===== src/rtl/traffic_signal_ctrl_pkg.sv =====
// Shared definitions for the highway/country-road intersection controller:
// state codes and lamp encodings used by the controller and its environment.
package traffic_signal_ctrl_pkg;

    typedef enum logic [2:0] {
        HW_GREEN  = 3'd0,
        HW_YELLOW = 3'd1,
        AR_TO_CW  = 3'd2,
        CW_GREEN  = 3'd3,
        CW_YELLOW = 3'd4,
        AR_TO_HW  = 3'd5
    } state_t;

    localparam logic [1:0] LAMP_RED    = 2'd0;
    localparam logic [1:0] LAMP_YELLOW = 2'd1;
    localparam logic [1:0] LAMP_GREEN  = 2'd2;

endpackage


===== src/rtl/traffic_signal_ctrl_phase_timer.sv =====
// Phase timer: saturating up-counter with synchronous clear, measuring how
// long the controller has been in its current state.
module phase_timer #(
    parameter int CNT_W = 8
) (
    input  logic             clk,
    input  logic             reset,
    input  logic             clr,
    output logic [CNT_W-1:0] count
);

    always_ff @(posedge clk or negedge reset) begin
        if (!reset) begin
            count <= '0;
        end else if (clr) begin
            count <= '0;
        end else if (count != '1) begin
            count <= count + CNT_W'(1);
        end
    end

endmodule


===== src/rtl/traffic_signal_ctrl.sv =====
// Highway/country-road signal controller: Moore FSM with programmable phase
// durations, minimum highway green, country-green timeout and override.
module traffic_signal_ctrl
    import traffic_signal_ctrl_pkg::*;
#(
    parameter int CNT_W        = 8,
    parameter int YELLOW_CYC   = 3,
    parameter int ALLRED_CYC   = 2,
    parameter int HW_MIN_GREEN = 8,
    parameter int CW_MAX_GREEN = 10
) (
    input  logic       clk,
    input  logic       reset,
    input  logic       x,
    input  logic       force_hw,
    output logic [1:0] hw,
    output logic [1:0] cw,
    output logic [2:0] phase
);

    // Timer is 0 in the first cycle of a state, so each limit compares against N-1.
    localparam logic [CNT_W-1:0] YELLOW_LAST = CNT_W'(YELLOW_CYC - 1);
    localparam logic [CNT_W-1:0] ALLRED_LAST = CNT_W'(ALLRED_CYC - 1);
    localparam logic [CNT_W-1:0] HW_MIN_LAST = CNT_W'(HW_MIN_GREEN - 1);
    localparam logic [CNT_W-1:0] CW_MAX_LAST = CNT_W'(CW_MAX_GREEN - 1);

    state_t           state;
    state_t           state_next;
    logic [CNT_W-1:0] timer;
    logic             timer_clr;

    phase_timer #(.CNT_W(CNT_W)) u_phase_timer (
        .clk   (clk),
        .reset (reset),
        .clr   (timer_clr),
        .count (timer)
    );

    always_ff @(posedge clk or negedge reset) begin
        if (!reset) begin
            state <= HW_GREEN;
        end else begin
            state <= state_next;
        end
    end

    always_comb begin
        state_next = state;
        case (state)
            HW_GREEN:  if (x && !force_hw && timer >= HW_MIN_LAST) state_next = HW_YELLOW;
            HW_YELLOW: if (timer == YELLOW_LAST) state_next = AR_TO_CW;
            AR_TO_CW:  if (timer == ALLRED_LAST) state_next = CW_GREEN;
            CW_GREEN:  if (!x || force_hw || timer == CW_MAX_LAST) state_next = CW_YELLOW;
            CW_YELLOW: if (timer == YELLOW_LAST) state_next = AR_TO_HW;
            AR_TO_HW:  if (timer == ALLRED_LAST) state_next = HW_GREEN;
            default:   state_next = HW_GREEN;
        endcase
    end

    assign timer_clr = (state_next != state);

    // Lamps decode the registered state only; no input reaches them combinationally.
    always_comb begin
        hw    = LAMP_RED;
        cw    = LAMP_RED;
        phase = state;
        case (state)
            HW_GREEN:  hw = LAMP_GREEN;
            HW_YELLOW: hw = LAMP_YELLOW;
            CW_GREEN:  cw = LAMP_GREEN;
            CW_YELLOW: cw = LAMP_YELLOW;
            default: begin
                hw = LAMP_RED;
                cw = LAMP_RED;
            end
        endcase
    end

endmodule


===== config.mk =====
export PLATFORM = sky130hd
export DESIGN_NAME = traffic_signal_ctrl
export DESIGN_NICKNAME = d
export VERILOG_FILES = /design/src/rtl/traffic_signal_ctrl_pkg.sv /design/src/rtl/traffic_signal_ctrl_phase_timer.sv /design/src/rtl/traffic_signal_ctrl.sv
export SDC_FILE = /design/constraint.sdc
export NUM_CORES = 1
export LEC_CHECK = 0
export BUFFER_PORTS_ARGS = -buffer_cell sky130_fd_sc_hd__buf_4
export CORE_ASPECT_RATIO = 0.7
export CORE_MARGIN = 2
export CORE_UTILIZATION = 30
export DETAILED_ROUTE_END_ITERATION = 8
export PLACE_DENSITY = 0.5
export SLEW_MARGIN = 20
export SYNTH_ARGS = -nofsm -noshare
export SYNTH_HDL_FRONTEND = slang
export SYNTH_SLANG_ARGS = --single-unit

===== constraint.sdc =====
create_clock -name clk -period 2.5 [get_ports clk]
set_input_delay 0 -clock clk [delete_from_list [all_inputs] [get_ports clk]]
set_output_delay 0 -clock clk [all_outputs]
set_load 0.02 [all_outputs]

==> results.md, run 1 <==
- Status: finished, final reports clean
- Sequential share of power: 0.284
- Top Ports: 11
- VDD IR max: 0.000522 V
- Critical path peak fanout: 8
- DRT Wirelength: 2040 um
- R2R setup slack: 150 ps
- Crit path launch type: flop
- DR pass1 iterations: 4
- Area grow syn2layout: 23.6%
- Nets: 118
- Post-DP HPWL: 1480 um
- Unrepaired setup endpoints after global routing: no
- Via density: approximately 5.3
- Post-synthesis cell count: 95
- P_int: 631 uW
- Hold Vio Cnt, Final: 0
- Die area: 3200 sq um
- Post-synthesis cell type count: 39
- Overflow after GRT: 0
- GRT Overall Usage: 0.149
- Met1 Routed Length: 1030 um
- Via count: 762
- Setup crit end kind: flop
- CTS buffer count: 3
- Combinational power share: 0.556
- Max Cap Viol: 0
- Inserted Diodes: 0
- Sw power: 513 uW
- Clock sink count: 11
- Core region area: roughly 2500 sq um
- Ys Warns: 0
- Post-synth net total: 102
- Cell area after synthesis: 827 sq um
- Total power: roughly 1100 uW
- FP Rows: 15
- Share of cells above drive strength 1: 0.282
- F_max: 426 MHz
- Sw frac: 0.448
- Initial DRC count: 39
- DP Area: 928 sq um
- Fin Setup TNS: 0 ps
- FF+latch count, synth: 11
- Top Layer Used: met4
- Clk slew on worst S/H paths: 50 ps
- Critical Setup Path Class: reg2reg
- Reg2reg start: u_phase_timer.count[6]$_DFFE_PN0P_
- Max H-tree Level: 1
- Cell area after layout: 1020 sq um
- Post-Layout Cell Count: 144
- GP Congestion: 0.855
- Worst R2R Path Depth: 5
- ANT nets after route: 0
- Number of global-route vias before repair: 723
- Initial Util: 0.326
- Initial antenna violation count: 0
- Async SR Flop Fraction: 1.00
- Tcrit/Tclk final: 0.940
- Slew Limit Fails: 0
- Skew-Pair Late Insertion Delay: approximately 240 ps
- Clock skew: roughly 1.5 ps
- Mean Syn Cell Area: between 8 and 9 sq um
- Final setup fails: 0
- Met3 Routed Length: between 90 and 100 um
- Setup WS pre-CTS: 68.3 ps
- Post-DR wirelength/cell: 14.1 um
- TritonCTS clock tree: built
- FF-to-FF End: u_phase_timer.count[2]$_DFFE_PN0P_
- Clk network pwr share: 0.159
- Port Buffers: 10
- Critical path arrival: about 2500 ps
- Slew @ Worst Pin: 415 ps
- Post-synth EDFFs: 0
- Seq/Total Area, Yosys: 0.333
- Die span in x: ~67 um
- Cells after DPL: around 140
- Die extent in y: 47.9 um
- Class of the worst hold path: in2async
- Min cycle time layout: 2350 ps
- Primary FF master, synth: dfrtp_1
- Residual DRC: 0
- Max Buffers Root-to-Sink: 2
- First-pass GRT wire length: 3440 um
- WP data required: 2640 ps
- Rel. slew slack: 0.721
- Clock Tree Root: clkbuf_8
- Power per cell area: around 1100 nW/um^2
- DR WL met2: approximately 900 um
- Pleak: 0.000467 uW
- Setup ws final: about 150 ps
- Largest net degree at the start of global routing: 14
-- cell type report --
class                   instances  area (sq um)
well taps                      34          42.5
clock buffers                   3          41.3
flip-flops and latches         11           275
clock inverters                 1          5.00
fillers                       260          1510
multi-input cells              73           509
repair buffers                 17           130
inverters                       5          18.8
-- per-stage QoR --
step	utilization	hold slack, ps
floorplan	-	-296
global placement	0.366	-149
detailed placement	0.366	-151
CTS	0.389	133
global route	0.403	142
finish	0.403	133
-- layout by cell type, fill, tap and decap left out, types with 2 or more instances in the layout --
master | synthesis | routed
clkbuf_8 | 1 | 3
nor2_1 | 11 | 11
a31oi_1 | 2 | 2
dfrtp_1 | 11 | 11
o21ai_0 | 7 | 7
ha_1 | 3 | 3
and2_1 | 2 | 2
nand2b_1 | 2 | 2
mux2i_1 | 2 | 2
nand3_1 | 4 | 4
buf_4 | 1 | 16
inv_1 | 5 | 5
nor3_1 | 3 | 3
nand2_1 | 8 | 8
a211oi_1 | 2 | 2
nand4_1 | 2 | 2
a21oi_1 | 2 | 2
and3_1 | 2 | 2
a211oi_2 | 2 | 2
-- synthesized netlist by cell type (2+ instances only) --
| cell type | number | share of area |
|---|---|---|
| dfrtp_1 | 11 | 0.33 |
| nor2_1 | 11 | 0.050 |
| nand2_1 | 8 | 0.036 |
| o21ai_0 | 7 | 0.042 |
| inv_1 | 5 | 0.023 |
| nand3_1 | 4 | 0.024 |
| ha_1 | 3 | 0.045 |
| nor3_1 | 3 | 0.018 |
| a211oi_1 | 2 | 0.018 |
| a211oi_2 | 2 | 0.030 |
| a21oi_1 | 2 | 0.012 |
| a31oi_1 | 2 | 0.015 |
| and2_1 | 2 | 0.015 |
| and3_1 | 2 | 0.015 |
| buf_2 | 2 | 0.012 |
| buf_6 | 2 | 0.027 |
| mux2i_1 | 2 | 0.024 |
| nand2b_1 | 2 | 0.015 |
| nand4_1 | 2 | 0.015 |
| nor4_1 | 2 | 0.015 |
-- layer usage --
metal | vias to the layer above | global-route usage
li1 | 374 | -
met1 | 365 | 0.196
met2 | 21 | 0.240
met3 | 2 | 0.0494
met4 | 0 | 0.0367
met5 | - | 0
-- how the worst max path moves through the flow --
stage	start	endpoint	slack, ps	cells after the start
global route	u_phase_timer.count[6]$_DFFE_PN0P_	u_phase_timer.count[4]$_DFFE_PN0P_	20	5
global placement	u_phase_timer.count[6]$_DFFE_PN0P_	u_phase_timer.count[1]$_DFFE_PN0P_	190	5
floorplan	u_phase_timer.count[7]$_DFFE_PN0P_	u_phase_timer.count[1]$_DFFE_PN0P_	250	7
detailed placement	u_phase_timer.count[6]$_DFFE_PN0P_	u_phase_timer.count[2]$_DFFE_PN0P_	70	5
CTS	u_phase_timer.count[6]$_DFFE_PN0P_	u_phase_timer.count[2]$_DFFE_PN0P_	50	5
finish	u_phase_timer.count[6]$_DFFE_PN0P_	u_phase_timer.count[2]$_DFFE_PN0P_	150	5
-- cell families (layout without fill, tap and decap cells) --
kind of cell / count (synthesis) / after routing / share of synthesized area
flops: 11 / 11 / 0.333
mux: 2 / 2 / 0.0242
simple gates: 45 / 45 / 0.295
compound gates: 22 / 22 / 0.204
buf+inv: 11 / 26 / 0.0877
xor+xnor: 1 / 1 / 0.0106
fa+ha+maj: 3 / 3 / 0.0454
-- power by group through the flow --
| stage | registers, uW | logic [uW] | clock network (uW) |
|---|---|---|---|
| after floorplan | 315 | 409 | 0 |
| after CTS | 319 | 587 | 191 |
| after global placement | 321 | 577 | 0 |
| after global routing | 342 | 706 | 203 |
| final | 325 | 637 | 182 |
| after detailed placement | 322 | 582 | 0 |
-- registers in the layout, summed over array words and instances, names as in the netlist --
register and cells:
u_phase_timer.count 8, phase 3
-- worst max-delay path, stage by stage (launching register included) --
cell and delay (ps):
dfrtp_1 440, or4_4 610, o311a_1 410, a2111oi_4 410, o21ai_4 160, a211oi_1 220
-- timing repair --
action | 4_1_cts | 5_1_grt
hold endpoints to repair | 11 | 0
setup endpoints to repair | 0 | 4
hold buffers | 1 | 0
buffers inserted | 0 | 1
gates resized for setup | 0 | 4
Power figures use the tool's default switching activity.
==> run 2: changes to the inputs <==
--- a/config.mk
+++ b/config.mk
@@ -7,7 +7,7 @@
 export LEC_CHECK = 0
 export BUFFER_PORTS_ARGS = -buffer_cell sky130_fd_sc_hd__buf_4
 export CORE_ASPECT_RATIO = 0.7
-export CORE_MARGIN = 2
+export CORE_MARGIN = 3
 export CORE_UTILIZATION = 30
 export DETAILED_ROUTE_END_ITERATION = 8
 export PLACE_DENSITY = 0.5
==> results.md, run 2 (synthesized netlist as in run 1, its figures left out) <==
- Status: finished, final reports clean
- Via count: 748 (-1.8%)
- DR pass1 iterations: 4 (unchanged)
- FF-to-FF End: u_phase_timer.count[1]$_DFFE_PN0P_
- Die area: 3430 sq um (+7.3%)
- Final setup fails: 0 (unchanged)
- Clock Tree Root: clkbuf_8
- Critical Setup Path Class: reg2reg
- Fin util: 0.396 (-0.00741)
- Initial Util: 0.326 (unchanged)
- Most common cell after layout, fill and taps aside: buf_4
- Via density: 5.16 (-2.5%)
- TritonCTS clock tree: built
- Core region area: 2530 sq um (unchanged)
- Critical Path Stages: 6 (+1)
- Nets: 119 (+0.85%)
- Max Buffers Root-to-Sink: 2 (unchanged)
- Number of global-route vias before repair: 727 (+0.55%)
- Total power: 1140 uW (-0.78%)
- Inserted Diodes: 0 (unchanged)
- Critical path arrival: 2530 ps (+40 ps)
- FP Rows: 15 (unchanged)
- VDD IR max: 0.000549 V (+5.1%)
- CP delay by family, top: compound AO/OA/AOI/OAI gates
- ANT nets after route: 0 (unchanged)
- Area grow syn2layout: 21.3%
- Clk slew on worst S/H paths: 50 ps (about the same)
- Unrepaired setup endpoints after global routing: no
- Post-DP HPWL: 1500 um (+1.2%)
- Crit-path slowest cell: or4_4
- Die span in x: 68.8 um (+3.0%)
- GRT Overall Usage: 0.131 (-0.0175)
- DRT Wirelength: 2020 um (-0.93%)
- Largest net degree at the start of global routing: 14 (unchanged)
- Initial DRC count: 36 (-7.7%)
- Top Ports: 11 (unchanged)
- Worst R2R Path Depth: 6 (+1)
- Rel. slew slack: 0.707 (-0.0145)
- Max reg flops: 8 (unchanged)
- CP Cell Sequence: or4_4, o311a_1, a2111oi_2, o21ai_2, buf_4, a211oi_2
- Post-Layout Cell Count: 145 (+0.69%)
- Biggest register: u_phase_timer.count
- Cells after DPL: 138 (unchanged)
- Fin Setup TNS: 0 ps (unchanged)
- Reg2reg start: u_phase_timer.count[6]$_DFFE_PN0P_
- Worst Path Buf+Inv: 1 (+1)
- Min cycle time layout: 2380 ps (+25.5 ps)
- GP Congestion: 0.840 (-1.7%)
- Clock skew: 1.62 ps (+0.0672 ps)
- Post-DR wirelength/cell: 13.9 um (-1.6%)
- Tcrit/Tclk final: 0.950 (+0.0102)
- Critical path peak fanout: 7 (-1)
- Setup ws final: 124 ps (-25.5 ps)
- Residual DRC: 0 (unchanged)
- Skew-Pair Late Insertion Delay: 240 ps (about the same)
- Setup WS pre-CTS: 98.6 ps (+30.3 ps)
- Crit-path max cell delay: 600 ps (about the same)
- Hold Vio Cnt, Final: 0 (unchanged)
- Max Cap Viol: 0 (unchanged)
- Crit path launch type: flop
- Worst setup startpoint: u_phase_timer.count[6]$_DFFE_PN0P_
- Pleak: 0.000467 uW (about the same)
- Overflow after GRT: 0 (unchanged)
- CTS buffer count: 3 (unchanged)
- Share of cells above drive strength 1: 0.279 (-0.00254)
- Initial antenna violation count: 0 (unchanged)
- Class of the worst hold path: in2async
- Worst setup endpoint: u_phase_timer.count[1]$_DFFE_PN0P_
- R2R setup slack: 120 ps (-30 ps)
- Power per cell area: 1130 nW/um^2 (+1.1%)
- WP data required: 2660 ps (+20 ps)
- Port Buffers: 10 (unchanged)
- Commonest non-fill, non-tap cells in the layout: buf_4, nor2_1, dfrtp_1, nand2_1, o21ai_0
- Max H-tree Level: 1 (unchanged)
- Slew @ Worst Pin: 436 ps (+21.1 ps)
- Die extent in y: 49.9 um (+4.2%)
- First-pass GRT wire length: 3320 um (-3.6%)
- Slew Limit Fails: 0 (unchanged)
- Setup crit end kind: flop
- Clock sink count: 11 (unchanged)
- F_max: 421 MHz (-1.1%)
run 2: worst min-delay path by stage:
stage | start | endpoint | slack (ps) | cells after the start
floorplan | reset | phase[0]$_DFF_PN0_ | -300 | 0
global placement | reset | phase[2]$_DFF_PN0_ | -150 | 1
detailed placement | reset | u_phase_timer.count[4]$_DFFE_PN0P_ | -150 | 1
CTS | reset | u_phase_timer.count[2]$_DFFE_PN0P_ | 130 | 2
global route | reset | u_phase_timer.count[2]$_DFFE_PN0P_ | 150 | 2
finish | reset | u_phase_timer.count[4]$_DFFE_PN0P_ | 140 | 2
run 2: timing repair:
item / 4_1_cts / 5_1_grt
setup endpoints to repair: 0 / 6
setup buffers: 0 / 2
endpoints found under the hold margin: 11 / 0
hold buffers: 1 / 0
gates resized for setup: 0 / 1
run 2: area by class of cell:
type                       instances  area (sq um)
multi-input combinational         73           483
inverter                           5          18.8
sequential                        11           275
fill                             255          1530
tap                               34          42.5
clock buffer                       3          41.3
timing repair buffer              18           138
clock inverter                     1          5.00
run 2: power breakdown:
group          switching, uW  internal [uW]
combinational            341            289
clock                   73.6            110
sequential              88.5            232
run 2: layer usage:
layer	wire length [um]	GRT usage	part of all wire
met2	907	0.184	0.45
met1	1010	0.185	0.50
met3	88	0.0478	0.044
met5	0	0	0
met4	8	0.0388	0.0040
run 2: through the flow:
step	hold slack (ps)	cell area, sq um
finish	137	1000
global route	145	1000
CTS	133	985
detailed placement	-152	928
global placement	-147	928
floorplan	-296	827
